File: src/rtl/sram_req_ctrl.sv
`default_nettype none
// ============================================================================
// Module   : sram_req_ctrl
// Purpose  : Request/response front end for a single-port synchronous SRAM
//            (registered dout, dout forced to zero when not reading). A bus
//            master issues reads and writes on a valid/ready request channel.
//            Read data comes back on a valid/ready response channel. Every
//            SRAM pin is driven from a flop.
// Revision : 1.0 - initial release
// ----------------------------------------------------------------------------
// Parameters
//   AW        address width, SRAM depth is 2**AW
//   DW        data width
//   INIT_VAL  fill value written by the optional power-up init sequence
// Ports
//   clk, rst                 clock (posedge) and synchronous active-high reset
//   req_valid/req_ready      request handshake
//   req_we/req_addr/req_wdata request payload (1 = write, 0 = read)
//   rsp_valid/rsp_ready      response handshake
//   rsp_rdata                read data, stable while rsp_valid is high
//   mem_en/mem_we/mem_addr/mem_din  registered SRAM controls
//   mem_dout                 SRAM read data
//   init_done                controller initialised and serving requests
// Optional feature
//   SRAM_REQ_CTRL_INIT_EN    when defined, reset fills the whole SRAM with
//                            INIT_VAL (2**AW cycles) before any request is
//                            accepted. When not defined, init_done is tied to 1.
// ============================================================================
module sram_req_ctrl #(
  parameter int            AW       = 5,
  parameter int            DW       = 8,
  parameter logic [DW-1:0] INIT_VAL = '0
) (
  input  logic          clk,
  input  logic          rst,
  // request channel
  input  logic          req_valid,
  output logic          req_ready,
  input  logic          req_we,
  input  logic [AW-1:0] req_addr,
  input  logic [DW-1:0] req_wdata,
  // response channel
  output logic          rsp_valid,
  input  logic          rsp_ready,
  output logic [DW-1:0] rsp_rdata,
  // SRAM side
  output logic          mem_en,
  output logic          mem_we,
  output logic [AW-1:0] mem_addr,
  output logic [DW-1:0] mem_din,
  input  logic [DW-1:0] mem_dout,
  // status
  output logic          init_done
);

  // --------------------------------------------------------------------------
  // State encoding
  // --------------------------------------------------------------------------
  typedef enum logic [2:0] {
    ST_IDLE     = 3'd0,  // accepting requests; writes retire here
    ST_RD_ISSUE = 3'd1,  // SRAM samples the read at the end of this cycle
    ST_RD_CAPT  = 3'd2,  // mem_dout carries the read data
    ST_RSP      = 3'd3,  // response held until the master takes it
    ST_INIT     = 3'd4   // power-up fill (optional feature only)
  } state_t;

`ifdef SRAM_REQ_CTRL_INIT_EN
  localparam state_t        c_rst_state = ST_INIT;
  localparam logic [AW-1:0] c_cnt_last  = '1;
`else
  localparam state_t        c_rst_state = ST_IDLE;
`endif

  // --------------------------------------------------------------------------
  // Registers
  // --------------------------------------------------------------------------
  state_t        state_q,     state_d;
  logic          mem_en_q,    mem_en_d;
  logic          mem_we_q,    mem_we_d;
  logic [AW-1:0] mem_addr_q,  mem_addr_d;
  logic [DW-1:0] mem_din_q,   mem_din_d;
  logic          rsp_valid_q, rsp_valid_d;
  logic [DW-1:0] rsp_rdata_q, rsp_rdata_d;

`ifdef SRAM_REQ_CTRL_INIT_EN
  logic [AW-1:0] init_cnt_q,  init_cnt_d;
  logic          init_done_q, init_done_d;
`else
  // The fill value only matters when the init sequence is built in.
  logic [DW-1:0] unused_init_val;
  assign unused_init_val = INIT_VAL;
`endif

  logic w_req_acc;

  // Requests are taken only in IDLE, so a read fully serialises the port.
  assign req_ready = (state_q == ST_IDLE);
  assign w_req_acc = req_valid && req_ready;

  // --------------------------------------------------------------------------
  // Next-state and register-input logic
  // --------------------------------------------------------------------------
  always_comb begin
    state_d     = state_q;
    // The SRAM is idle unless a state explicitly drives an access this cycle.
    mem_en_d    = 1'b0;
    mem_we_d    = 1'b0;
    mem_addr_d  = mem_addr_q;
    mem_din_d   = mem_din_q;
    rsp_valid_d = rsp_valid_q;
    rsp_rdata_d = rsp_rdata_q;
`ifdef SRAM_REQ_CTRL_INIT_EN
    init_cnt_d  = init_cnt_q;
    init_done_d = init_done_q;
`endif

    case (state_q)
      ST_IDLE: begin
        if (w_req_acc) begin
          mem_en_d   = 1'b1;
          mem_addr_d = req_addr;
          if (req_we) begin
            // Writes complete when the SRAM samples them, so the controller
            // stays in IDLE and can take one write per cycle.
            mem_we_d  = 1'b1;
            mem_din_d = req_wdata;
          end else begin
            state_d = ST_RD_ISSUE;
          end
        end
      end

      ST_RD_ISSUE: begin
        state_d = ST_RD_CAPT;
      end

      ST_RD_CAPT: begin
        // mem_dout is non-zero only in the cycle after a read access. This is
        // the only state that samples it.
        rsp_rdata_d = mem_dout;
        rsp_valid_d = 1'b1;
        state_d     = ST_RSP;
      end

      ST_RSP: begin
        if (rsp_ready) begin
          rsp_valid_d = 1'b0;
          state_d     = ST_IDLE;
        end
      end

`ifdef SRAM_REQ_CTRL_INIT_EN
      ST_INIT: begin
        mem_en_d   = 1'b1;
        mem_we_d   = 1'b1;
        mem_addr_d = init_cnt_q;
        mem_din_d  = INIT_VAL;
        init_cnt_d = init_cnt_q + 1'b1;
        if (init_cnt_q == c_cnt_last) begin
          state_d     = ST_IDLE;
          init_done_d = 1'b1;
        end
      end
`endif

      default: begin
        state_d = ST_IDLE;
      end
    endcase
  end

  // --------------------------------------------------------------------------
  // State and output registers. Reset overrides everything, including a read
  // in flight, whose response is dropped.
  // --------------------------------------------------------------------------
  always_ff @(posedge clk) begin
    if (rst) begin
      state_q     <= c_rst_state;
      mem_en_q    <= 1'b0;
      mem_we_q    <= 1'b0;
      mem_addr_q  <= '0;
      mem_din_q   <= '0;
      rsp_valid_q <= 1'b0;
      rsp_rdata_q <= '0;
    end else begin
      state_q     <= state_d;
      mem_en_q    <= mem_en_d;
      mem_we_q    <= mem_we_d;
      mem_addr_q  <= mem_addr_d;
      mem_din_q   <= mem_din_d;
      rsp_valid_q <= rsp_valid_d;
      rsp_rdata_q <= rsp_rdata_d;
    end
  end

`ifdef SRAM_REQ_CTRL_INIT_EN
  always_ff @(posedge clk) begin
    if (rst) begin
      init_cnt_q  <= '0;
      init_done_q <= 1'b0;
    end else begin
      init_cnt_q  <= init_cnt_d;
      init_done_q <= init_done_d;
    end
  end

  assign init_done = init_done_q;
`else
  assign init_done = 1'b1;
`endif

  // --------------------------------------------------------------------------
  // Outputs
  // --------------------------------------------------------------------------
  assign mem_en    = mem_en_q;
  assign mem_we    = mem_we_q;
  assign mem_addr  = mem_addr_q;
  assign mem_din   = mem_din_q;
  assign rsp_valid = rsp_valid_q;
  assign rsp_rdata = rsp_rdata_q;

endmodule
`default_nettype wire

File: config.mk
export PLATFORM = sky130hd
export DESIGN_NAME = sram_req_ctrl
export DESIGN_NICKNAME = d
export VERILOG_FILES = /design/src/rtl/sram_req_ctrl.sv
export SDC_FILE = /design/constraint.sdc
export NUM_CORES = 1
export LEC_CHECK = 0
export CAP_MARGIN = 20
export CORE_MARGIN = 2
export CORE_UTILIZATION = 40
export CTS_BUF_LIST = sky130_fd_sc_hd__clkbuf_8
export DETAILED_ROUTE_END_ITERATION = 10
export GPL_TIMING_DRIVEN = 0
export PLACE_DENSITY = 0.78
export SLEW_MARGIN = 10
export SYNTH_ARGS = -nofsm -noshare
export SYNTH_HDL_FRONTEND = slang
export SYNTH_SLANG_ARGS = --single-unit
File: constraint.sdc
create_clock -name clk -period 1.4 [get_ports clk]
set_input_delay 0.21 -clock clk [delete_from_list [all_inputs] [get_ports clk]]
set_output_delay 0.21 -clock clk [all_outputs]
set_load 0.005 [all_outputs]
==> results_dict.tcl, run 1 <==
set metrics [dict create \
    antenna_found_initial 0 \
    crit_slowest_cell "clkdlybuf4s50_1" \
    die_w_um 54.4 \
    pwr-share-comb_pct 43.1 \
    hold_viol_final 0 \
    rrSetupSlack_ps 80 \
    cts_max_level 1 \
    drc_errors 0 \
    crit_family "buffers and inverters" \
    wl_um 2300 \
    p_sw_w 0.000731 \
    nets 199 \
    rows 18 \
    grt_usage_pct 16.9 \
    synth-compound-area-share_pct 8.12 \
    cts_buffers 3 \
    overflow 0 \
    io_pins 52 \
    max_stage_delay_ps 530 \
    switching_share_pct 30.2 \
    synth-seq-cells 26 \
    synth_fa_ha_area_share_pct 4.92 \
    fmax_mhz 742 \
    p_seq_share_pct 40.3 \
    synth_sequential_area_ratio_pct 51.2 \
    period_share_pct 96.3 \
    rsz0062_at_grt "false" \
    hpwl_um 1770 \
    drv_slew 0 \
    start_util_pct 41.8 \
    clk_pin_slew_worst_paths_ps 80 \
    avgSynthCellArea_um2 8.92 \
    yosysUniqueCellTypes 18 \
    netlist_area_um2 1020 \
    num_vias 939 \
    cp.required_ps 1190 \
    die_area_um2 2960 \
    path_max_fanout 2 \
    ctsHoldBuffers 0 \
    worstRegToRegCells 7 \
    synth_nets 144 \
    grt_pass1_vias 858 \
    drt_iter0_drc 7 \
    coreArea_um2 2430 \
    synthFlopType "dfxtp_1" \
    drive_above_1_share_pct 10.8 \
    die_y_um 54.4 \
    muxShareOfSynthArea_pct 9.84 \
    cts_buffer_depth 2 \
    hold_end "mem_din[7]" \
    cts_sinks 26 \
    cp-start-kind "flop" \
    critPathCaptureType "output port" \
    grt_pass1_wl_um 3590 \
    antenna_left 0 \
    pre_cts_ws_ps -17.6 \
    share_clk_of_total_power_pct 16.6 \
    setup_ws_ps 52.5 \
    cts-root-buf "clkbuf_8" \
    min_from "rst" \
    drtPass1Iterations 4 \
    synth-edff-count 0 \
    synthCells 114 \
    skew_ps 1.10 \
    ys_async_sr_fraction_pct 0 \
    nFillCells 220 \
    tns_ps 0 \
    setup_viol 0 \
    p_per_area_nw_per_um2 1490 \
    vias_per_cell 4.77 \
    maxCapViolations 0 \
    globalplace.congestion 0.672 \
    intPower_w 0.00169 \
    n_antenna_cell 0 \
    cp.arrival_ps 1140 \
    critPathKind "reg -> out" \
    synth-xor-area-share_pct 0 \
    post-route-util_pct 67.0 \
    p_leak_nw 0.606 \
    outcome "completed" \
    clk_latency_ps 260 \
    ir_drop_uv 993 \
    whs_path_depth 2 \
    rr_endpoint "rsp_valid" \
    synth_simple_gate_area_share_pct 20.4 \
    ys_warn_count 0 \
    r2r-start "state_q[0]" \
    power.total_w 0.00242 \
    post_drt_wl_per_cell_um 11.7 \
    final_area_um2 1630 \
    crit_chain "clkdlybuf4s50_1" \
    hold_path.class "in -> reg" \
    grt_max_degree 14 \
    period_minus_slack_ps 1350 \
    crit_buf_inv 1 \
    synth_top_family_by_area "simple AND/OR/NAND/NOR gates" \
    portBuffers 48 \
    cts_tree "built" \
    syn2layout_area_growth_pct 60.3 \
    place_area_um2 1540 \
]
[synth_stat cells, drive strengths merged (2+ instances only)]
master  instances  area, µm²
ha              4       50.1
nand3           5       25.0
nand2b          4       25.0
buf             6       37.5
nand2          23       86.3
mux2i          10        100
dfxtp          26        521
clkbuf          2       7.51
a21oi          15       75.1
inv             2       7.51
nor2b           2       12.5
nor2           10       37.5
[repair_timing]
item / 4_1_cts / 5_1_grt
endpoints found under the hold margin: 0 / 0
pin swaps: 1 / 1
gates resized for setup: 8 / 5
setup endpoints to repair: 8 / 12
setup buffers: 3 / 0
[layout by cell type, fill, tap and decap left out, types with 2 or more instances in the layout]
cell type / count
buf_4: 6
nor2_1: 10
nand2_1: 23
clkdlybuf4s50_1: 47
nand2b_1: 4
mux2i_1: 10
ha_4: 2
nor2b_1: 2
a21oi_1: 14
inv_2: 2
ha_1: 2
dfxtp_1: 24
clkbuf_1: 2
dfxtp_2: 2
nand3_1: 5
clkbuf_8: 3
[power groups by stage]
| stage | Combinational (W) | Clock, W | Sequential, W |
|---|---|---|---|
| global placement | 0.000896 | 0 | 0.000977 |
| floorplan | 0.000468 | 0 | 0.000990 |
| detailed placement | 0.000921 | 0 | 0.000984 |
| CTS | 0.000990 | 0.000419 | 0.000977 |
| global route | 0.00116 | 0.000441 | 0.000992 |
| finish | 0.00104 | 0.000403 | 0.000976 |
[worst max-delay path by stage]
stage,to,start,depth (start not counted),slack (ps)
6_report,mem_addr[4],mem_addr[4],1,50
5_1_grt,rsp_rdata[6],rsp_rdata[6],1,10
4_1_cts,state_q[0],state_q[0],5,3
3_5_place_dp,state_q[0],req_we,4,-20
3_3_place_gp,mem_din[5],req_we,4,5
2_1_floorplan,mem_din[0],state_q[0],7,160
[cell families (layout without fill, tap and decap cells)]
family / Yosys count / count (layout)
multiplexers: 10 / 10
flip-flops: 26 / 26
AND/OR/NAND/NOR: 47 / 47
other: 1 / 1
buffers and inverters: 10 / 63
adder cells (fa/ha/maj): 4 / 4
AO/OA/AOI/OAI: 16 / 16
[area by class of cell]
cell class                      count  area [µm²]  area share (%)
Inverter                            2        7.51           0.460
Clock buffer                        3        41.3            2.53
Timing Repair Buffer               51         502            30.8
Sequential cell                    26         523            32.1
Buffer                              7        46.3            2.84
Tap cell                           30        37.5            2.30
Multi-Input combinational cell     78         473            29.0
[registers in the layout, indices dropped and copies added (netlist names)]
| name | count |
|---|---|
| rsp_valid | 1 |
| rsp_rdata | 8 |
| mem_we | 1 |
| mem_en | 1 |
| mem_addr | 5 |
| mem_din | 8 |
| state_q | 2 |
[stage by stage]
stage / cells / hold WS [ps]
after global routing: 197 / 220
after floorplan: 114 / 332
after detailed placement: 192 / 450
final: 197 / 201
after global placement: 192 / 443
after CTS: 197 / 204
[worst register-to-register path, stage by stage (launching register included)]
cell	delay, ps
dfxtp_2	350
inv_2	50
buf_4	140
ha_1	200
buf_6	150
nor2b_1	130
a21oi_1	130
nor2_1	50
[layer usage]
metal	vias up	track usage, %	share of wire [%]
li1	474	-	-
met1	421	18.1	39
met2	40	31.3	52
met3	4	4.37	8.0
met4	0	6.25	1.4
met5	-	0	0
No activity file was read; power rests on OpenSTA's default activity.
==> run 2: changes to the inputs <==
- CORE_UTILIZATION: 40 -> 43
- CTS_BUF_LIST: sky130_fd_sc_hd__clkbuf_8 -> sky130_fd_sc_hd__clkbuf_4 sky130_fd_sc_hd__clkbuf_8
- PLACE_DENSITY: 0.78 -> 0.83
- clock period: 1.4 -> 1.6 ns (I/O delays scaled with it)
==> run 2 against run 1 <==
  * Clock skew up 4.8 ps
  * Critical endpoint is now rsp_rdata[4]
  * Clock power rose by 11%
  * Final area shrank 1.0%
  * Critical path depth did not move
  * Register-to-register slack better by 140 ps
  * Sequential cell count stayed put
  * Hold slack worse by 29 ps
  * Non-clock buffer count unchanged
==> results_dict.tcl, run 2 (same netlist as run 1, synthesis figures left out) <==
set metrics [dict create \
    cts-root-buf "clkbuf_4" \
    holdWs_ps 171 \
    maxCapViolations 0 \
    max_stage_delay_ps 520 \
    crit_slowest_cell "clkdlybuf4s50_1" \
    crit_family "buffers and inverters" \
    cp-start-kind "flop" \
    wl_um 2480 \
    drtPass1Iterations 3 \
    grt_usage_pct 19.6 \
    drv_slew 0 \
    clk_pin_slew_worst_paths_ps 140 \
    rsz0062_at_grt "false" \
    die_y_um 52.6 \
    start_util_pct 45.5 \
    crit_chain "clkdlybuf4s50_1" \
    cts_tree "built" \
    period_share_pct 90.4 \
    grt_pass1_wl_um 3980 \
    cts_sinks 26 \
    p_leak_nw 0.610 \
    die_area_um2 2770 \
    overflow 0 \
    critPathCaptureType "output port" \
    antenna_found_initial 0 \
    vias_per_cell 4.84 \
    crit_buf_inv 1 \
    tns_ps 0 \
    drc_errors 0 \
    nets 199 \
    cts_buffer_depth 2 \
    drt_iter0_drc 5 \
    period_minus_slack_ps 1450 \
    final_common_cell "clkdlybuf4s50_1" \
    skew_ps 5.87 \
    ir_drop_uv 906 \
    outcome "completed" \
    path_max_fanout 2 \
    layout_common_cells "clkdlybuf4s50_1 (47), dfxtp_1 (24), nand2_1 (23)" \
    io_pins 52 \
    setup_viol 0 \
    portBuffers 48 \
    post_drt_wl_per_cell_um 12.6 \
    rows 17 \
    cp.arrival_ps 1210 \
    syn2layout_area_growth_pct 58.7 \
    num_vias 948 \
    cts_max_level 1 \
    die_w_um 52.6 \
    coreArea_um2 2230 \
    cts_buffers 3 \
    antenna_left 0 \
    rrSetupSlack_ps 220 \
    place_area_um2 1530 \
    clk_latency_ps 320 \
    n_antenna_cell 0 \
    hpwl_um 1890 \
    final_area_um2 1610 \
    drive_above_1_share_pct 10.1 \
    hold_path.class "in -> reg" \
    cp.required_ps 1360 \
    grt_max_degree 16 \
    fmax_mhz 691 \
    ctsHoldBuffers 0 \
    critPathKind "reg -> out" \
    p_per_area_nw_per_um2 1340 \
    globalplace.congestion 0.775 \
    hold_viol_final 0 \
    grt_pass1_vias 957 \
]
[run 2: layout make-up]
type | instances | area (µm²)
Buffer | 8 | 45.0
Clock buffer | 3 | 22.5
Clock inverter | 1 | 30.0
Fill cell | 183 | 619
Inverter | 2 | 7.51
Multi-Input combinational cell | 78 | 457
Sequential cell | 26 | 523
Tap cell | 28 | 35.0
Timing Repair Buffer | 50 | 494
[run 2: metrics by stage]
step           power, W  worst slack, ps  util (%)  std cells
2_1_floorplan   0.00128              355         -        114
3_3_place_gp    0.00164              178      68.6        190
3_5_place_dp    0.00167              147      68.6        190
4_1_cts         0.00217              136      72.3        196
5_1_grt         0.00231             20.9      72.3        196
6_report        0.00216              153      72.3        196
[run 2: final timing paths]
kind / start / endpoint / cells past startpoint
max: rsp_rdata[4] / rsp_rdata[4] / 1
min: rst / mem_din[7] / 2
max reg2reg: state_q[1] / state_q[0] / 5
min reg2reg: mem_din[1] / mem_din[1] / 2
[run 2: repair_timing]
action | CTS | global route
gates resized for setup | 7 | 0
endpoints found under the setup margin | 1 | 0
setup buffers | 2 | 0
[run 2: routing by layer]
layer  track usage (%)  wire (µm)
met4              6.41         23
met1              20.5        989
met3              5.71        172
met2              36.7       1290
met5                 0          0
[run 2: power by group]
part	switching, W	internal (W)	total (W)
logic	0.000380	0.000482	0.000862
registers	0.0000643	0.000781	0.000846
clock network	0.000195	0.000253	0.000449
total	0.000640	0.00152	0.00216
